## config.mk

```make
export PLATFORM = sky130hd
export DESIGN_NAME = sync_fifo_param
export DESIGN_NICKNAME = d
export VERILOG_FILES = /design/src/rtl/fifo_pkg.sv /design/src/rtl/fifo_ram.sv /design/src/rtl/sync_fifo_param.sv
export SDC_FILE = /design/constraint.sdc
export NUM_CORES = 1
export LEC_CHECK = 0
export BUFFER_PORTS_ARGS = -buffer_cell sky130_fd_sc_hd__clkbuf_2
export CAP_MARGIN = 40
export CORE_MARGIN = 5
export CORE_UTILIZATION = 49
export CTS_CLUSTER_DIAMETER = 60
export DETAILED_ROUTE_END_ITERATION = 6
export PLACE_DENSITY_LB_ADDON = 0.15
export SLEW_MARGIN = 20
export SYNTH_ARGS = -nofsm -noshare
export SYNTH_HDL_FRONTEND = slang
export SYNTH_SLANG_ARGS = --single-unit
```

## constraint.sdc

```tcl
create_clock -name Clk -period 2.3 [get_ports Clk]
set_clock_uncertainty 0.15 [all_clocks]
set_input_delay 0.46 -clock Clk [delete_from_list [all_inputs] [get_ports Clk]]
set_output_delay 0.46 -clock Clk [all_outputs]
set_load 0.1 [all_outputs]
```

## src/rtl/fifo_pkg.sv

```systemverilog
// Shared definitions for the FIFO family: read-mode encodings, pointer sizing
// and parameter-legality helpers checked at elaboration.
package fifo_pkg;

  localparam int MODE_REGISTERED = 0;
  localparam int MODE_FWFT       = 1;

  // Pointer width: one extra MSB beyond the address so full and empty differ on wrap.
  function automatic int ptrWidth(input int depth);
    return $clog2(depth) + 1;
  endfunction

  function automatic bit depthLegal(input int depth);
    return (depth >= 4) && ((depth & (depth - 1)) == 0);
  endfunction

  function automatic bit afLegal(input int afThresh, input int depth);
    return (afThresh >= 1) && (afThresh <= depth);
  endfunction

  function automatic bit aeLegal(input int aeThresh, input int depth);
    return (aeThresh >= 0) && (aeThresh <= depth - 1);
  endfunction

  function automatic bit modeLegal(input int fwft);
    return (fwft == MODE_REGISTERED) || (fwft == MODE_FWFT);
  endfunction

endpackage

```

## src/rtl/fifo_ram.sv

```systemverilog
// WIDTH x DEPTH register array: one synchronous write port, one asynchronous
// read port. Shared with the dual-clock FIFO.
module fifo_ram #(
  parameter int WIDTH = 8,
  parameter int DEPTH = 16
) (
  input  logic                     Clk,
  input  logic                     writeEn,
  input  logic [$clog2(DEPTH)-1:0] writeAddr,
  input  logic [WIDTH-1:0]         writeData,
  input  logic [$clog2(DEPTH)-1:0] readAddr,
  output logic [WIDTH-1:0]         readData
);

  logic [WIDTH-1:0] mem [DEPTH];

  // Store the write word; storage content is undefined after reset.
  // NOTE: the array has no reset on purpose -- resetting it would turn a plain
  // register file into DEPTH*WIDTH reset flops; pointers alone define validity.
  always_ff @(posedge Clk) begin
    if (writeEn) mem[writeAddr] <= writeData;
  end

  assign readData = mem[readAddr];

endmodule

```

## src/rtl/sync_fifo_param.sv

```systemverilog
// Single-clock FIFO with registered or first-word-fall-through read, occupancy
// count, almost-full/empty thresholds and sticky overflow/underflow flags.
module sync_fifo_param #(
  parameter int WIDTH     = 8,
  parameter int DEPTH     = 16,
  parameter int AF_THRESH = 12,
  parameter int AE_THRESH = 2,
  parameter int FWFT      = 0
) (
  input  logic                     Clk,
  input  logic                     reset,
  input  logic                     ControlIn,
  input  logic [WIDTH-1:0]         dataIn,
  output logic                     haltInput,
  input  logic                     ReadEn,
  output logic [WIDTH-1:0]         dataOut,
  output logic                     dataValid,
  output logic                     empty,
  output logic                     almostFull,
  output logic                     almostEmpty,
  output logic [$clog2(DEPTH):0]   fillLevel,
  output logic                     overflow,
  output logic                     underflow,
  input  logic                     ClearFlags
);

  import fifo_pkg::*;

  localparam int AW = $clog2(DEPTH);
  localparam int PW = ptrWidth(DEPTH);

  if (!depthLegal(DEPTH)) begin : gDepthCheck
    $error("sync_fifo_param: DEPTH must be a power of two and >= 4");
  end
  if (!afLegal(AF_THRESH, DEPTH)) begin : gAfCheck
    $error("sync_fifo_param: AF_THRESH must be in 1..DEPTH");
  end
  if (!aeLegal(AE_THRESH, DEPTH)) begin : gAeCheck
    $error("sync_fifo_param: AE_THRESH must be in 0..DEPTH-1");
  end
  if (!modeLegal(FWFT) || WIDTH < 1) begin : gModeCheck
    $error("sync_fifo_param: FWFT must be 0 or 1 and WIDTH >= 1");
  end

  logic [PW-1:0]    wPtr, rPtr, wPtrNext, rPtrNext, fillNext;
  logic             writeAccept, readAccept, emptyNext, fullNext;
  logic             dataValidNext;
  logic [WIDTH-1:0] dataOutNext, ramReadData;
  logic [AW-1:0]    ramReadAddr;

  // FWFT presents the word at the post-pop read pointer; registered mode reads the current head.
  assign ramReadAddr = (FWFT == MODE_FWFT) ? rPtrNext[AW-1:0] : rPtr[AW-1:0];

  fifo_ram #(.WIDTH(WIDTH), .DEPTH(DEPTH)) uRam (
    .Clk       (Clk),
    .writeEn   (writeAccept),
    .writeAddr (wPtr[AW-1:0]),
    .writeData (dataIn),
    .readAddr  (ramReadAddr),
    .readData  (ramReadData)
  );

  // Next-state for pointers, occupancy, full/empty and read data.
  // NOTE: every signal gets a default at the top so no path leaves it unassigned (no latch).
  always_comb begin
    writeAccept   = ControlIn && !haltInput;
    readAccept    = ReadEn && !empty;
    wPtrNext      = wPtr + PW'(writeAccept);
    rPtrNext      = rPtr + PW'(readAccept);
    fillNext      = fillLevel;
    case ({writeAccept, readAccept})
      2'b10:   fillNext = fillLevel + PW'(1);
      2'b01:   fillNext = fillLevel - PW'(1);
      default: fillNext = fillLevel;
    endcase
    emptyNext     = (wPtrNext == rPtrNext);
    fullNext      = (wPtrNext[AW-1:0] == rPtrNext[AW-1:0]) && (wPtrNext[AW] != rPtrNext[AW]);
    dataOutNext   = dataOut;
    dataValidNext = 1'b0;
    if (FWFT == MODE_FWFT) begin
      // A word written into the slot that becomes the head bypasses the array.
      dataOutNext   = (writeAccept && (wPtr == rPtrNext)) ? dataIn : ramReadData;
      dataValidNext = !emptyNext;
    end else begin
      if (readAccept) dataOutNext = ramReadData;
      dataValidNext = readAccept;
    end
  end

  // Register pointers, flags and output data together so all track the post-edge state.
  // NOTE: non-blocking assignments keep every flop sampling pre-edge values.
  always_ff @(posedge Clk or negedge reset) begin
    if (!reset) begin
      wPtr        <= '0;
      rPtr        <= '0;
      empty       <= 1'b1;
      haltInput   <= 1'b0;
      fillLevel   <= '0;
      almostFull  <= 1'b0;
      almostEmpty <= 1'b1;
      dataOut     <= '0;
      dataValid   <= 1'b0;
    end else begin
      wPtr        <= wPtrNext;
      rPtr        <= rPtrNext;
      empty       <= emptyNext;
      haltInput   <= fullNext;
      fillLevel   <= fillNext;
      almostFull  <= (fillNext >= PW'(AF_THRESH));
      almostEmpty <= (fillNext <= PW'(AE_THRESH));
      dataOut     <= dataOutNext;
      dataValid   <= dataValidNext;
    end
  end

  // Sticky error flags; a new error in the same cycle beats ClearFlags.
  always_ff @(posedge Clk or negedge reset) begin
    if (!reset) begin
      overflow  <= 1'b0;
      underflow <= 1'b0;
    end else begin
      if (ControlIn && haltInput) overflow <= 1'b1;
      else if (ClearFlags)        overflow <= 1'b0;
      if (ReadEn && empty)        underflow <= 1'b1;
      else if (ClearFlags)        underflow <= 1'b0;
    end
  end

endmodule
```

==> impl_metrics.yaml <==
clock_tree:
  worstSkewPairLatency_ps: 410
  total_clock_sinks: 158
  clock_tree_from_tritoncts: "yes"
  cts_root_buf: "sky130_fd_sc_hd__clkbuf_16"
  clk_pin_slew_ps: 60
  htree_num_levels: 4
  cts_buffer_depth: 2
  cts-buffers-inserted: 17
synthesis:
  synth_top_cell_area_share: 0.604
  postSynthNetCount: 351
  synthArstFlopShare: 0.190
  syn-cell-area_um2: 6360
  synth-main-ff-cell: "sky130_fd_sc_hd__edfxtp_1"
  yosys_warnings: 0
  seq_area_frac_synth: 0.723
  syn_area_per_cell_um2: 19.2
  post_synth_edffs: 128
  netlist-cell-type-count: 39
  synthMostInstantiatedCell: "sky130_fd_sc_hd__edfxtp_1"
  synthCells: 332
  yosys-top-cells-count: "sky130_fd_sc_hd__edfxtp_1 (128), sky130_fd_sc_hd__nand2_1 (30), sky130_fd_sc_hd__dfrtp_1 (28)"
  synth_top_cells_by_area: "sky130_fd_sc_hd__edfxtp_1 (60%), sky130_fd_sc_hd__dfrtp_1 (11%), sky130_fd_sc_hd__mux4_2 (9.2%), sky130_fd_sc_hd__mux4_1 (5.8%), sky130_fd_sc_hd__nand2_1 (1.8%)"
  yosys_register_bits: 158
  cell_taking_the_most_area_after_synthesis: "sky130_fd_sc_hd__edfxtp_1"
setup_path:
  critical_path.max_stage_delay_ps: 610
  worst_ep_arrival_time_ps: 2510
  crit_path_max_fanout: 2
  start_kind: "flip-flop"
  critPathRequiredTime_ps: 2500
  crit_slowest_cell: "sky130_fd_sc_hd__dfstp_4"
  crit_path_cell_trace: "nand2b_4, buf_4, inv_4, ha_4, ha_4, xor2_2, xor2_1, or4_4, nor2b_1"
  ff2ff_path_depth: 9
  timing.critical_path.mode_cell: "sky130_fd_sc_hd__ha_4"
  worstSetupPathDepth: 9
  worstSetupEndpointType: "flip-flop"
  path_buf_inv: 2
  timing.setup.critical_path_class: "reg2reg"
  critical_path.top_delay_family: "simple AND/OR/NAND/NOR gates"
global_routing:
  remaining_global_route_overflow: 0
  grt_first_pass_wirelength_mm: 18.9
  first_global_vias: 3410
  grt_antenna_before_repair: 0
  all_layer_global_routing_usage: 0.173
  grt_start_max_net_pins: 33
place:
  dp_slack_ps: -75.9
  port_buffers: 32
  place_inst: 552
  gp_congestion: 0.732
  dpl.hpwl_mm: 8.11
power:
  p_per_area_nw_per_um2: 1460
  max-vdd-ir-drop_mv: 0.605
  p_leak_nw: 2.77
  total_power_w: 0.0111
cells_and_area:
  postLayoutCoreUtil: 0.600
  antenna_cells: 0
  nNetsFinal: 421
  finalNonFillerCells: 586
  post_route_cells_drive_above_1_share: 0.362
  layout-area-overhead-vs-synth_pct: 19.6
detailed_routing:
  post_detailed_route_wirelength_per_cell_um: 20.3
  total_met3_wirelength_after_detailed_routing_um: 550
  detailed_routing_iterations_pass_1: 4
  wirelength_mm: 11.9
  postRouteAntennaNets: 0
  drcViolationCount: 0
  met2_length_mm: 6.06
  drt-vias-per-instance: 5.37
  num_vias: 3148
  route.top_layer_used: "met4"
  first_iter_violations: 248
  m1WireLength_mm: 5.18
timing:
  finalSetupTns_ps: -7.98
  post-route-min-period_ps: 2310
  rsz0062_at_grt: "true"
  number_of_hold_violations_in_the_final_report: 0
  worst_slew_margin_relative_to_its_limit: 0.626
  finalWorstSetupSlack_ps: -7.98
  fmax_mhz: 433
  worst-slew-pin-transition_ps: 564
  final_slew_viol_count: 0
  finalCritPeriodShare: 1.00
  finalSetupViolations: 1
outcome:
  violations_in_the_final_reports: "negative setup slack"
  run_status: "finished with violations"
flow_run:
  max-cap-violations: 0
die:
  ios: 33
  initial_utilization: 0.502
  fp-row-count: 41
  die_width_um: 124
  die_area_um2: 15400
  core_region_area_um2: 12700
  die_height_um: 124
hold_path:
  worstHoldPathType: "in2reg"
  hold_path_depth: 2
==> per-stage QoR <==
step	instance area, um^2	hold slack, ps
after floorplan	6470	14.4
after global placement	6980	311
after detailed placement	6980	315
after CTS	7570	98.0
after global routing	7610	118
final	7610	115
==> power by group <==
group          internal (W)  total, W  leakage (nW)  switching [W]
sequential          0.00364   0.00396          1.51       0.000326
combinational       0.00164   0.00444         0.982        0.00280
clock               0.00160   0.00268         0.274        0.00108
==> routing by layer <==
| metal | up-vias | track usage |
|---|---|---|
| met1 | 1614 | 0.228 |
| met4 | 0 | 0.0534 |
| met5 | - | 0 |
| met2 | 72 | 0.283 |
| li1 | 1452 | - |
| met3 | 10 | 0.0477 |
==> cells by family after synthesis <==
| group | count (synthesis) | synth area share |
|---|---|---|
| xor gates and xnor gates | 16 | 0.0220 |
| DFF | 158 | 0.723 |
| AOI/OAI and AO/OA | 15 | 0.0146 |
| adders and majority gates | 6 | 0.0118 |
| buffers and inverters | 25 | 0.0258 |
| muxes | 41 | 0.152 |
| and+or+nand+nor | 71 | 0.0517 |
==> sequential cells by signal, indices dropped and copies added (netlist names) <==
name         cells
fillLevel        5
wPtr             5
haltInput        1
overflow         1
almostFull       1
dataValid        1
dataOut          8
rPtr             5
empty            1
uRam.mem       128
almostEmpty      1
underflow        1
==> layout make-up <==
class / instances / area [um^2]
clock buffer: 19 / 433
clock inverter: 12 / 138
fill: 951 / 5060
inverter: 8 / 35.0
multi-input combinational: 149 / 1720
sequential: 158 / 4610
tap: 172 / 215
timing repair buffer: 68 / 458
==> cell usage in the layout, fill, tap and decap left out, types with 6 or more instances in the layout <==
cell	n
sky130_fd_sc_hd__clkbuf_2	32
sky130_fd_sc_hd__clkbuf_16	17
sky130_fd_sc_hd__inv_1	6
sky130_fd_sc_hd__dfrtp_1	25
sky130_fd_sc_hd__nor2_1	13
sky130_fd_sc_hd__edfxtp_1	128
sky130_fd_sc_hd__xor2_1	9
sky130_fd_sc_hd__nand2_1	30
sky130_fd_sc_hd__mux4_2	26
sky130_fd_sc_hd__mux4_1	14
sky130_fd_sc_hd__buf_4	33
==> repair_timing <==
item / 4_1_cts / 5_1_grt
hold buffers: 1 / 0
setup buffers: 0 / 2
pin swaps: 1 / 5
resized for setup: 1 / 7
setup endpoints to repair: 3 / 6
hold endpoints to repair: 19 / 0
==> path summary, 6_finish.rpt <==
path / slack [ps] / end / startpoint
hold reg to reg: 330 / dataOut[6] / dataOut[6]
min in group asynchronous: 410 / overflow / reset
setup reg to reg: -8 / empty / empty
hold / removal: 120 / overflow / ClearFlags
max in group asynchronous: 950 / almostEmpty / reset
setup / recovery: -8 / empty / empty
(Power assumes the default switching activity.)
